--- config.mk ---
export PLATFORM = sky130hd
export DESIGN_NAME = bus_arbiter
export DESIGN_NICKNAME = d
export VERILOG_FILES = /design/src/rtl/bus_arbiter.sv
export SDC_FILE = /design/constraint.sdc
export NUM_CORES = 1
export LEC_CHECK = 0
export BUFFER_PORTS_ARGS = -buffer_cell sky130_fd_sc_hd__buf_2
export CORE_AREA = 2 2 128 130
export DETAILED_ROUTE_END_ITERATION = 7
export DIE_AREA = 0 0 130 132
export GPL_TIMING_DRIVEN = 0
export HOLD_SLACK_MARGIN = 0.02
export PLACE_DENSITY_LB_ADDON = 0.2
export REMOVE_ABC_BUFFERS = 1
export SLEW_MARGIN = 20
export SYNTH_ARGS = -nofsm -noshare
export SYNTH_HDL_FRONTEND = slang
export SYNTH_SLANG_ARGS = --single-unit
export TNS_END_PERCENT = 1
--- constraint.sdc ---
create_clock -name clk -period 12.6 [get_ports clk]
set_clock_uncertainty 0.1 [all_clocks]
set_input_delay 1.89 -clock clk [delete_from_list [all_inputs] [get_ports clk]]
set_output_delay 1.89 -clock clk [all_outputs]
set_load 0.02 [all_outputs]
--- src/rtl/bus_arbiter.sv ---
// -----------------------------------------------------------------------------
// bus_arbiter
//
// Round-robin arbiter for the shared system bus. It sits between the CPU bus
// interfaces (instruction fetch, memory stage, ...) and the slave address
// decoder. Each master raises an active-low request and receives an
// active-low grant. The granted master's address, strobe, direction and write
// data are multiplexed onto the single slave-side bus.
//
// Ports
//   clk        system clock, all state updates on the rising edge
//   reset_     synchronous reset, active-low
//   m_req_     per-master request, active-low
//   m_grnt_    per-master grant, active-low, registered, at most one bit low
//   m_addr     master addresses, master i at [i*ADDR_W +: ADDR_W]
//   m_as_      master address strobes, active-low
//   m_rw       master direction, 1 = read, 0 = write
//   m_wr_data  master write data, master i at [i*DATA_W +: DATA_W]
//   s_addr     muxed address to slaves
//   s_as_      muxed address strobe, active-low
//   s_rw       muxed direction
//   s_wr_data  muxed write data
//   owner      index of the current or last owner, registered
//   bus_busy   high while any grant is asserted
// -----------------------------------------------------------------------------
module bus_arbiter #(
  parameter int NUM_MASTERS = 4,
  parameter int ADDR_W      = 30,
  parameter int DATA_W      = 32,
  parameter int IDX_W       = 2
) (
  input  logic                          clk,
  input  logic                          reset_,
  input  logic [NUM_MASTERS-1:0]        m_req_,
  output logic [NUM_MASTERS-1:0]        m_grnt_,
  input  logic [NUM_MASTERS*ADDR_W-1:0] m_addr,
  input  logic [NUM_MASTERS-1:0]        m_as_,
  input  logic [NUM_MASTERS-1:0]        m_rw,
  input  logic [NUM_MASTERS*DATA_W-1:0] m_wr_data,
  output logic [ADDR_W-1:0]             s_addr,
  output logic                          s_as_,
  output logic                          s_rw,
  output logic [DATA_W-1:0]             s_wr_data,
  output logic [IDX_W-1:0]              owner,
  output logic                          bus_busy
);

  typedef enum logic {
    IDLE  = 1'b0,
    GRANT = 1'b1
  } state_t;

  state_t                   state, state_nxt;
  logic [IDX_W-1:0]         owner_nxt;
  logic [NUM_MASTERS-1:0]   grant, grant_nxt;   // active-high internally
  logic [NUM_MASTERS-1:0]   req;
  logic                     found;
  logic [IDX_W-1:0]         winner;
  logic [NUM_MASTERS-1:0]   winner_oh;
  logic                     owner_req;

  assign req       = ~m_req_;
  assign owner_req = |(grant & req);   // current owner still requesting

  // Round-robin pick: the requester with the smallest forward distance from
  // the current owner wins. The owner itself sits at the far end of the scan
  // (distance NUM_MASTERS) and is excluded entirely while it is releasing the
  // bus, so a glitching release never re-selects it.
  always_comb begin
    // NOTE: every variable written here gets a default first, so no path
    // leaves a value unassigned and no latch is inferred.
    int best_d;
    int d;
    found     = 1'b0;
    winner    = owner;
    winner_oh = '0;
    best_d    = NUM_MASTERS + 1;
    d         = 0;
    for (int i = 0; i < NUM_MASTERS; i++) begin
      d = (i - int'(owner) + NUM_MASTERS) % NUM_MASTERS;
      if (d == 0) d = NUM_MASTERS;
      if (req[i] && d < best_d && !(state == GRANT && d == NUM_MASTERS)) begin
        best_d    = d;
        found     = 1'b1;
        winner    = IDX_W'(i);
        winner_oh = '0;
        winner_oh[i] = 1'b1;
      end
    end
  end

  // Next-state and next-grant logic
  always_comb begin
    state_nxt = state;
    owner_nxt = owner;
    grant_nxt = grant;
    unique case (state)
      IDLE: begin
        if (found) begin
          state_nxt = GRANT;
          owner_nxt = winner;
          grant_nxt = winner_oh;
        end
      end
      GRANT: begin
        // No preemption: only a release by the owner moves the grant.
        if (!owner_req) begin
          if (found) begin
            owner_nxt = winner;
            grant_nxt = winner_oh;   // hand over with no dead cycle
          end else begin
            state_nxt = IDLE;
            grant_nxt = '0;          // owner keeps its value for fairness
          end
        end
      end
      default: begin
        state_nxt = IDLE;
        grant_nxt = '0;
      end
    endcase
  end

  // State register
  always_ff @(posedge clk) begin
    // NOTE: registered state uses non-blocking assignments so every flop
    // samples the pre-edge values regardless of statement order.
    if (!reset_) begin
      state <= IDLE;
      owner <= IDX_W'(NUM_MASTERS - 1);   // master 0 wins the first scan
      grant <= '0;
    end else begin
      state <= state_nxt;
      owner <= owner_nxt;
      grant <= grant_nxt;
    end
  end

  assign m_grnt_  = ~grant;
  assign bus_busy = (state == GRANT);

  // Slave-side mux from the registered owner; idle bus parks as a read with
  // the strobe deasserted.
  always_comb begin
    s_addr    = '0;
    s_as_     = 1'b1;
    s_rw      = 1'b1;
    s_wr_data = '0;
    for (int i = 0; i < NUM_MASTERS; i++) begin
      if (state == GRANT && owner == IDX_W'(i)) begin
        s_addr    = m_addr[i*ADDR_W +: ADDR_W];
        s_as_     = m_as_[i];
        s_rw      = m_rw[i];
        s_wr_data = m_wr_data[i*DATA_W +: DATA_W];
      end
    end
  end

endmodule

==> impl_results.md, run 1 <==
- Gate power share: between 80% and 90%
- Num ports: roughly 330
- CORE AREA: approximately 16000 um^2
- Top_reg_cell synth: dfxtp_1
- Final Slew Violations: 0
- Async SR Flop Fraction: 0%
- Highest Signal Layer: met4
- Startpoint types: input pin
- Crit path max fanout: 8
- Vias in the first global route: 3966
- Die W: 130 um
- Hold Path End: grant[2]
- Clk Latency, worst-skew pair: 0.23 ns
- Final wirelength: between 15 and 20 mm
- Total GRT Usage: between 10% and 20%
- Clock slew at reported path FFs: around 0.04 ns
- Worst path slowest cell: a2111oi_4
- Commonest non-fill, non-tap cells in the layout: buf_2 (332), o21ai_0 (131), nand2_1 (74)
- Met2 wire len: about 8.0 mm
- TritonCTS sink count: 7
- Syn Area/Cell: about 6.3 um^2
- Int Power: 0.0003124 W
- Crit path required time: approximately 13 ns
- WP buf/inv: 1
- Peak VDD IR: 0.1196 mV
- RSZ-0062 raised after global routing: false
- HP Class: reg2reg
- CTS buffer count: 3
- Largest net degree at the start of global routing: 77
- Sw Pwr: roughly 0.00046 W
- Share of layout cells above drive strength 1: between 40% and 50%
- Reg2Reg Setup Slack: ~7.7 ns
- Hpwl dp: approximately 12 mm
- Chip height: around 130 um
- Hold Violations, Final: 0
- Number of synthesized flops with an enable pin: 0
- Grt total ovfl: 0
- Critical path's top delay family: compound AO/OA/AOI/OAI gates
- CTS tree: done
- Post-CTS Setup Repair Bufs: 0
- Library cells used by synthesis: 36
- Sw Share: around 59%
- Leakage: between 2 and 2.5 nW
- Reg2reg start: owner[0]
- Crit-path cells: buf_2 > a21o_1 > nor2_1 > ha_1 > a2111oi_4 > nor3_1 > a31oi_1 > ha_1 > o21ai_0 > nand2_1 > nand2_1 > a21oi_1 > ha_1 > a211oi_1 > nand2b_1 > a211oi_4 > nor3_1 > o211ai_1
- CP most frequent cell: ha_1
- Cell area after synthesis: approximately 2600 um^2
- Gp weighted congestion: roughly 0.79
- Post-synthesis cell count: 407
- Worst-margin pin slew: 0.7364 ns
- Final core occ: 28.54%
- CP Capture Type: flip-flop
- Initial antenna violation count: 1
- Setup_tns: 0 ns
- CP arrival: between 5 and 6 ns
- Iteration-0 DRC Markers: around 280
- PostCTS Resize Cnt: 0
- Layout area overhead: 75.43%
- Drt pass-1 iters: 5
- Sequential share of power: 6.2%
- Met1 WL: approximately 6.8 mm
- Clock share of power: around 7%
- DRC: 0
- Tcrit/Tclk final: between 40 and 50%
- CTS Buffer Depth: 2
- Register-to-Register Path Depth: 19
- Hold path cells: 2
- Critical Path Max Stage Delay: roughly 0.59 ns
- Port bufs: approximately 330
- Initial Utilization: ~16%
- Seq/Total Area, Yosys: ~5.5%
- Crit Path Class: in2reg
- Hold path start: grant[2]
- Final setup fails: 0
- Met3 wire len: between 1 and 1.5 mm
- Final Net Count: a little under 1000
- Die area: roughly 17000 um^2
- Power per Cell Area: between 150 and 200 nW/um^2
- Root buffer cell: clkbuf_16
- Max Cap Viol: 0
- Min Clock Period, post-route: 5.689 ns
- Seq cells post-synth: 7
- Rows: 46
- First-pass GRT wire length: approximately 23 mm
- Status: completed
- Hold_buf cts: 0
- Max H-tree Level: 1
- Vias per cell: about 4.7
- Fill cell count: roughly 1800
- Ys Warns: 0
- Rel. slew slack: approximately half
- Antenna-violating nets left: 0
- Commonest non-fill, non-tap cell in the layout: buf_2
- WL/cell: about 18 um
- R2r endpoint: owner[1]
- Fmax: roughly 180 MHz
- Vias: around 4300
[cell usage after synthesis, types with 3 or more instances]
master	count	area share [%]
o21ai_0	131	26
nand2_1	75	11
a221o_1	62	24
clkbuf_1	37	5.4
ha_1	14	6.9
inv_1	10	1.5
a21oi_1	9	1.8
dfxtp_1	7	5.5
buf_2	6	1.2
nor2_1	6	0.88
nor2b_1	5	1.2
a31oi_1	4	0.98
nor3_1	4	0.78
a211o_1	3	1.0
and2_1	3	0.73
nand4_1	3	0.73
o221ai_1	3	1.0
[routing by layer]
metal / vias to the layer above / track usage [%]
met5: - / 0
met4: 0 / 2.270
met3: 16 / 2.435
met2: 182 / 30.25
met1: 1959 / 21.33
li1: 2159 / -
[power by group through the flow]
stage	clock [W]	sequential, W	combinational (W)
after floorplan	0	0.0000455	0.000423
after global routing	0.0000567	0.0000499	0.000727
after CTS	0.0000550	0.0000478	0.000668
after global placement	0	0.0000475	0.000677
after detailed placement	0	0.0000480	0.000665
final	0.0000541	0.0000475	0.000666
[stage by stage]
| stage | power (W) | cell area, um^2 | cells | setup WS [ns] | hold slack, ns |
|---|---|---|---|---|---|
| after floorplan | 0.0004690 | 2384 | 363 | 6.161 | 0.3535 |
| after global placement | 0.0007242 | 4315 | 911 | 3.983 | 0.3879 |
| after detailed placement | 0.0007134 | 4403 | 914 | 6.720 | 0.3956 |
| after CTS | 0.0007707 | 4482 | 918 | 6.934 | 0.4009 |
| after global routing | 0.0008334 | 4482 | 918 | 6.465 | 0.4166 |
| final | 0.0007680 | 4484 | 919 | 6.911 | 0.3953 |
[layout make-up]
class / count / area, um^2 / area share (%)
flip-flops and latches: 7 / 140.1 / 3.125
clock buffers: 4 / 78.83 / 1.758
multi-input cells: 346 / 2226 / 49.64
well taps: 216 / 270.3 / 6.027
repair buffers: 335 / 1729 / 38.56
inverters: 10 / 37.54 / 0.8371
diodes: 1 / 2.502 / 0.05580
[flip-flops by register name, summed over array words and instances (netlist names)]
| name | count |
|---|---|
| owner | 2 |
| bus_busy | 1 |
| grant | 4 |
[how the worst max path moves through the flow]
stage	startpoint	endpoint	slack (ns)	depth (start not counted)
floorplan	owner[0]	s_addr[0]	6.16	3
global placement	owner[0]	s_wr_data[7]	3.98	4
detailed placement	m_req_[0]	owner[1]	6.72	18
CTS	m_req_[0]	owner[1]	6.93	18
global route	m_req_[0]	bus_busy	6.47	18
finish	m_req_[0]	owner[1]	6.91	18
[worst reg2reg max path, stage by stage (launching register included)]
cell and delay (ns):
dfxtp_1 0.42, inv_1 0.26, ha_1 0.27, a21o_1 0.21
nor2_1 0.10, ha_1 0.23, a2111oi_4 0.59, nor3_1 0.10
a31oi_1 0.21, ha_1 0.26, o21ai_0 0.35, nand2_1 0.27
nand2_1 0.19, a21oi_1 0.09, ha_1 0.18, a211oi_1 0.23
nand2b_1 0.14, a211oi_4 0.35, nor3_1 0.12, o211ai_1 0.17
[cells by family (layout without fill, tap and decap cells)]
logic type / after synthesis / in the layout / share of synthesized area, %
adders and majority gates: 14 / 14 / 6.853
buffers and inverters: 54 / 349 / 8.223
AOI/OAI and AO/OA: 227 / 227 / 61.33
DFF: 7 / 7 / 5.482
other: 0 / 1 / 0
and+or+nand+nor: 105 / 105 / 18.11
(Power assumes the default switching activity.)
==> run 2: changes to the inputs <==
==> constraint.sdc (replaced) <==
create_clock -name clk -period 4.9 [get_ports clk]
set_clock_uncertainty 0.1 [all_clocks]
set_input_delay 0.735 -clock clk [delete_from_list [all_inputs] [get_ports clk]]
set_output_delay 0.735 -clock clk [all_outputs]
set_load 0.02 [all_outputs]
==> run 2 against run 1 <==
Compared with the run above: global-route usage unchanged; critical path depth up 2; clock-buffer cell count unchanged; power rose to 2.6 times the previous value; sequential share of layout area about the same; largest cell class unchanged; routed wire length up 0.19%; combinational power rose to 2.6 times the previous value; highest routed layer unchanged.
==> impl_results.md, run 2 (synthesized netlist as in run 1, its figures left out) <==
- Drt pass-1 iters: 5 (unchanged)
- CORE AREA: 15710 um^2 (unchanged)
- RSZ-0062 raised after global routing: false (unchanged)
- CTS tree: done (unchanged)
- Reg2reg start: owner[1] (was owner[0])
- HP Class: reg2reg (unchanged)
- Die area: 17160 um^2 (unchanged)
- Max Cap Viol: 0 (unchanged)
- Sw Pwr: 0.001187 W (was 0.0004556 W)
- CTS Buffer Depth: 2 (unchanged)
- Reg2Reg Setup Slack: 0.42 ns (was 7.68 ns)
- PnR worst setup slack: 0.4152 ns (was 6.911 ns)
- CP Capture Type: flip-flop (unchanged)
- Rel. slew slack: 49.57% (was 50.84%)
- DRC: 0 (unchanged)
- Register-to-Register Path Depth: 20 (was 19)
- Min Clock Period, post-route: about 4.5 ns
- Peak VDD IR: 0.3462 mV (was 0.1196 mV)
- Rows: 46 (unchanged)
- Power per Cell Area: 443.2 nW/um^2 (was 171.3 nW/um^2)
- Die W: 130 um (unchanged)
- Port bufs: 332 (unchanged)
- Initial antenna violation count: 1 (unchanged)
- Initial Utilization: 16.27% (unchanged)
- R2r endpoint: owner[0] (was owner[1])
- Clock share of power: 6.9% (was 7.0%)
- Hold Violations, Final: 0 (unchanged)
- Final Slew Violations: 0 (unchanged)
- CP arrival: 4.48 ns (was 5.74 ns)
- Hpwl dp: 12.40 mm (unchanged)
- Tcrit/Tclk final: between 90% and 100%
- Crit path required time: 4.89 ns (was 12.65 ns)
- Num ports: 333 (unchanged)
- Critical Path Max Stage Delay: 0.46 ns (was 0.59 ns)
- Int Power: 0.0008288 W (was 0.0003124 W)
- Sequential share of power: 6.2% (about the same)
- Final Power: 0.002016 W (was 0.0007680 W)
- Crit-path cells: inv_2 > ha_2 > a21o_1 > nor2_1 > ha_1 > a2111o_1 > nand2_1 > o21ai_0 > ha_1 > a211oi_4 > nor3b_4 > o21a_1 > a21oi_1 > nand2_1 > o21ai_0 > ha_1 > o21ai_0 > and2_1 > a211oi_1 > o221ai_1 (was buf_2 > a21o_1 > nor2_1 > ha_1 > a2111oi_4 > nor3_1 > a31oi_1 > ha_1 > o21ai_0 > nand2_1 > nand2_1 > a21oi_1 > ha_1 > a211oi_1 > nand2b_1 > a211oi_4 > nor3_1 > o211ai_1)
- Max H-tree Level: 1 (unchanged)
- Status: completed (unchanged)
- Vias: 4326 (was 4316)
- WL/cell: 17.48 um (was 17.54 um)
- Crit path max fanout: 9 (was 8)
- Sw Share: 58.88% (was 59.32%)
- CTS buffer count: 3 (unchanged)
- WP buf/inv: 1 (unchanged)
- Setup WS pre-CTS: 0.04630 ns (was 6.720 ns)
- First-pass GRT wire length: 22.94 mm (unchanged)
- Setup_tns: 0 ns (unchanged)
- Largest net degree at the start of global routing: 77 (unchanged)
- Commonest non-fill, non-tap cells in the layout: buf_2 (332), o21ai_0 (130), nand2_1 (74) (was buf_2 (332), o21ai_0 (131), nand2_1 (74))
- Worst-margin pin slew: 0.7565 ns (was 0.7364 ns)
- Hold Path End: grant[2] (unchanged)
- Chip height: 132 um (unchanged)
- Fmax: between 200 and 250 MHz
- Gp weighted congestion: 0.7880 (unchanged)
- Final wirelength: 16.15 mm (was 16.12 mm)
- Number of flip-flops in the largest register: 4 (unchanged)
- TritonCTS sink count: 7 (unchanged)
- Root buffer cell: clkbuf_16 (unchanged)
- Clock slew at reported path FFs: 0.04 ns (about the same)
- Hold path start: grant[2] (unchanged)
- Grt total ovfl: 0 (unchanged)
- Final Net Count: 984 (was 979)
- Final setup fails: 0 (unchanged)
- Vias in the first global route: 3966 (unchanged)
- Hold_buf cts: 0 (unchanged)
- Hold slack: 0.3963 ns (was 0.3953 ns)
- Critical path's top delay family: compound AO/OA/AOI/OAI gates (unchanged)
- Share of layout cells above drive strength 1: 51.20% (was 49.86%)
- Iteration-0 DRC Markers: 273 (was 279)
- Vias per cell: 4.682 (was 4.696)
- Total GRT Usage: 16.74% (unchanged)
- Startpoint types: flip-flop (was input pin)
- Layout area overhead: 77.92% (was 75.43%)
- Gate power share: 86.9% (was 86.8%)
- Worst path slowest cell: a2111o_1 (was a2111oi_4)
- Commonest non-fill, non-tap cell in the layout: buf_2 (unchanged)
- Final core occ: 28.95% (was 28.54%)
- Crit Path Class: reg2reg (was in2reg)
- Clk Latency, worst-skew pair: 0.23 ns (about the same)
- Leakage: 2.262 nW (was 2.238 nW)
- Largest register by flop count: grant (unchanged)
- Antenna-violating nets left: 0 (unchanged)
- Hold path cells: 2 (unchanged)
-- run 2: layer usage --
metal / track usage (%) / routed length [um] / up-vias
met4: 2.270 / 191 / 0
met1: 21.33 / 6828 / 1973
met2: 30.25 / 8031 / 166
li1: - / - / 2168
met3: 2.435 / 1096 / 19
met5: 0 / 0 / -
-- run 2: how the worst max path moves through the flow --
stage | end | slack [ns] | depth (start not counted) | from
3_5_place_dp | owner[1] | 0.05 | 19 | owner[0]
6_report | owner[0] | 0.42 | 20 | owner[1]
2_1_floorplan | s_addr[0] | -0.38 | 3 | owner[0]
3_3_place_gp | s_wr_data[7] | -2.56 | 4 | owner[0]
4_1_cts | owner[1] | 0.005 | 19 | owner[0]
5_1_grt | owner[0] | 0.02 | 20 | owner[1]
-- run 2: final cells by class --
cell class | count | area [um^2]
inverter | 10 | 37.54
tap | 216 | 270.3
fill | 1790 | 11160
timing repair buffer | 340 | 1767
antenna | 1 | 2.502
multi-input combinational | 346 | 2250
clock buffer | 4 | 78.83
sequential | 7 | 142.6
-- run 2: power groups by stage --
stage          Sequential (W)  Combinational, W  Clock [W]
6_report             0.000125           0.00175   0.000139
5_1_grt              0.000132           0.00191   0.000144
4_1_cts              0.000123           0.00172   0.000141
3_5_place_dp         0.000124           0.00171          0
3_3_place_gp         0.000122           0.00174          0
2_1_floorplan        0.000117           0.00109          0
-- run 2: timing repair --
item / 4_1_cts / 5_1_grt
setup endpoints to repair: 0 / 7
gates resized for setup: 0 / 10
buffers inserted: 0 / 5
-- run 2: worst register-to-register path, stage by stage, from the launching register on --
cell	delay [ns]
dfxtp_1	0.41
inv_2	0.13
ha_2	0.22
a21o_1	0.20
nor2_1	0.10
ha_1	0.23
a2111o_1	0.46
nand2_1	0.09
o21ai_0	0.12
ha_1	0.25
a211oi_4	0.28
nor3b_4	0.30
o21a_1	0.23
a21oi_1	0.11
nand2_1	0.10
o21ai_0	0.08
ha_1	0.28
o21ai_0	0.06
and2_1	0.24
a211oi_1	0.24
o221ai_1	0.14
-- run 2: metrics by stage --
stage               instances  cell area (um^2)
finish                    924              4548
global route              923              4546
CTS                       918              4482
detailed placement        914              4403
global placement          911              4315
floorplan                 363              2384
==> run 3: changes to the inputs <==
--- a/config.mk
+++ b/config.mk
@@ -10,7 +10,7 @@
 export DETAILED_ROUTE_END_ITERATION = 7
 export DIE_AREA = 0 0 130 132
 export GPL_TIMING_DRIVEN = 0
-export HOLD_SLACK_MARGIN = 0.02
+export HOLD_SLACK_MARGIN = 0.12
 export PLACE_DENSITY_LB_ADDON = 0.2
 export REMOVE_ABC_BUFFERS = 1
 export SLEW_MARGIN = 20
==> constraint.sdc (replaced) <==
create_clock -name clk -period 4.1 [get_ports clk]
set_clock_uncertainty 0.1 [all_clocks]
set_input_delay 0.615 -clock clk [delete_from_list [all_inputs] [get_ports clk]]
set_output_delay 0.615 -clock clk [all_outputs]
set_load 0.02 [all_outputs]
==> run 3 against run 2 <==
Compared with the run above: flip-flop and latch count unchanged; power increased by 29%; first-iteration DRC count increased by 7.3%; global-route usage increased by 0.15 points; highest routed layer unchanged.
==> impl_results.md, run 3 (synthesized netlist as in run 1, its figures left out) <==
- Initial Utilization: 16.27% (unchanged)
- Clk Latency, worst-skew pair: 0.23 ns (about the same)
- Setup_tns: 0 ns (unchanged)
- Hold slack: 0.3925 ns (was 0.3963 ns)
- Peak VDD IR: 0.4102 mV (was 0.3462 mV)
- Hold Violations, Final: 0 (unchanged)
- Critical Path Max Stage Delay: 0.37 ns (was 0.46 ns)
- Worst path depth: 20 (unchanged)
- Fmax: 255.4 MHz (was 223.0 MHz)
- Setup WS pre-CTS: -0.7537 ns (was 0.04630 ns)
- CP arrival: 3.96 ns (was 4.48 ns)
- Die area: 17160 um^2 (unchanged)
- Status: completed (unchanged)
- CP Capture Type: flip-flop (unchanged)
- DRC: 0 (unchanged)
- Register-to-Register Path Depth: 20 (unchanged)
- Hold path cells: 2 (unchanged)
- Int Power: 0.001109 W (was 0.0008288 W)
- Final core occ: 30.23% (was 28.95%)
- CTS buffer count: 3 (unchanged)
- Min Clock Period, post-route: 3.916 ns (was 4.485 ns)
- CP most frequent cell: ha_1
- CTS Buffer Depth: 2 (unchanged)
- Total GRT Usage: 16.89% (was 16.74%)
- Critical path's top delay family: compound AO/OA/AOI/OAI gates (unchanged)
- Root buffer cell: clkbuf_16 (unchanged)
- Leakage: 2.339 nW (was 2.262 nW)
- Sw Pwr: 0.001496 W (was 0.001187 W)
- Startpoint types: flip-flop (unchanged)
- Power per Cell Area: 548.5 nW/um^2 (was 443.2 nW/um^2)
- Cell area after layout: 4750 um^2 (was 4548 um^2)
- Final Net Count: 997 (was 984)
- Vias in the first global route: 4022 (was 3966)
- Commonest non-fill, non-tap cells in the layout: buf_2 (332), o21ai_0 (128), nand2_1 (72) (was buf_2 (332), o21ai_0 (130), nand2_1 (74))
- Initial antenna violation count: 1 (unchanged)
- Worst path slowest cell: dfxtp_4 (was a2111o_1)
- Hpwl dp: 12.40 mm (unchanged)
- Layout area overhead: 85.81% (was 77.92%)
- Iteration-0 DRC Markers: 293 (was 273)
- Clock share of power: 6.4% (was 6.9%)
- Max H-tree Level: 1 (unchanged)
- Crit-path cells: inv_4 > ha_4 > a21o_1 > nor2_2 > ha_1 > a2111oi_4 > nor3_1 > a31oi_1 > ha_2 > o21ai_4 > nand2_4 > nand2_2 > a21oi_1 > ha_1 > a211oi_2 > nand2b_1 > a211oi_4 > buf_6 > nor3_2 > o211ai_1 (was inv_2 > ha_2 > a21o_1 > nor2_1 > ha_1 > a2111o_1 > nand2_1 > o21ai_0 > ha_1 > a211oi_4 > nor3b_4 > o21a_1 > a21oi_1 > nand2_1 > o21ai_0 > ha_1 > o21ai_0 > and2_1 > a211oi_1 > o221ai_1)
- Chip height: 132 um (unchanged)
- Vias: 4438 (was 4326)
- WL/cell: 17.66 um (was 17.48 um)
- Antenna-violating nets left: 0 (unchanged)
- Die W: 130 um (unchanged)
- Area after DPL: 4403 um^2 (unchanged)
- Rows: 46 (unchanged)
- Largest net degree at the start of global routing: 77 (unchanged)
- Share of layout cells above drive strength 1: 53.89% (was 51.20%)
- Grt total ovfl: 0 (unchanged)
- Clock slew at reported path FFs: 0.04 ns (about the same)
- Sequential share of power: 5.8% (was 6.2%)
- Rel. slew slack: 50.62% (was 49.57%)
- Drt pass-1 iters: 5 (unchanged)
- Gp weighted congestion: 0.7880 (unchanged)
- Largest register by flop count: grant (unchanged)
- WP buf/inv: 2 (was 1)
- Sw Share: 57.42% (was 58.88%)
- PnR worst setup slack: 0.1840 ns (was 0.4152 ns)
- Number of flip-flops in the largest register: 4 (unchanged)
- Crit path required time: 4.14 ns (was 4.89 ns)
- Worst-margin pin slew: 0.7407 ns (was 0.7565 ns)
- Max Cap Viol: 0 (unchanged)
- HP Class: reg2reg (unchanged)
- Vias per cell: 4.736 (was 4.682)
- Final wirelength: 16.54 mm (was 16.15 mm)
- First-pass GRT wire length: 23.14 mm (was 22.94 mm)
- Final setup fails: 0 (unchanged)
- TritonCTS sink count: 7 (unchanged)
- Crit Path Class: reg2reg (unchanged)
- CTS tree: done (unchanged)
- Num ports: 333 (unchanged)
- CORE AREA: 15710 um^2 (unchanged)
- Gate power share: 87.8% (was 86.9%)
- Tcrit/Tclk final: 95.51% (was 91.53%)
- Final Slew Violations: 0 (unchanged)
- Crit path max fanout: 8 (was 9)
- Commonest non-fill, non-tap cell in the layout: buf_2 (unchanged)
- Port bufs: 332 (unchanged)
[run 3: what timing repair did]
item / in CTS / in global routing
cloned: 0 / 0
endpoints found under the setup margin: 7 / 7
resized for setup: 15 / 23
hold buffers: 0 / 0
setup buffers: 6 / 12
pin swaps: 4 / 9
[run 3: area by class of cell]
type	count	area [um^2]
clock buffer	4	78.83
inverter	10	45.04
tap	216	270.3
multi-input combinational	346	2313
fill	1759	10960
sequential	7	151.4
timing repair buffer	353	1888
antenna	1	2.502
[run 3: power by group through the flow]
| stage | Sequential [W] | Combinational [W] | Clock (W) |
|---|---|---|---|
| CTS | 0.000151 | 0.00211 | 0.000169 |
| global route | 0.000157 | 0.00247 | 0.000173 |
| global placement | 0.000146 | 0.00208 | 0 |
| detailed placement | 0.000148 | 0.00204 | 0 |
| floorplan | 0.000140 | 0.00130 | 0 |
| finish | 0.000150 | 0.00229 | 0.000167 |
[run 3: layer usage]
layer / up-vias / wire length (um) / track usage, %
met4: 0 / 192 / 2.270
met3: 18 / 1244 / 2.435
met5: - / 0 / 0
li1: 2195 / - / -
met1: 2036 / 6782 / 21.45
met2: 189 / 8325 / 30.63
[run 3: worst paths after layout]
check / start / end / slack (ns)
hold reg to reg: grant[2] / grant[2] / 0.39
setup / recovery: owner[0] / owner[1] / 0.18
hold / removal: grant[2] / grant[2] / 0.39
setup reg to reg: owner[0] / owner[1] / 0.18
[run 3: per-stage QoR]
step           cells  total power (W)
3_3_place_gp     911         0.002226
6_report         937         0.002605
2_1_floorplan    363         0.001441
5_1_grt          936         0.002803
3_5_place_dp     914         0.002192
4_1_cts          924         0.002429
[run 3: worst register-to-register path, cell delays in order (launching register included)]
cell       delay (ns)
dfxtp_4          0.37
inv_4            0.08
ha_4             0.15
a21o_1           0.18
nor2_2           0.07
ha_1             0.22
a2111oi_4        0.34
nor3_1           0.08
a31oi_1          0.21
ha_2             0.33
o21ai_4          0.21
nand2_4          0.12
nand2_2          0.10
a21oi_1          0.07
ha_1             0.19
a211oi_2         0.24
nand2b_1         0.13
a211oi_4         0.27
buf_6            0.15
nor3_2           0.04
o211ai_1         0.17
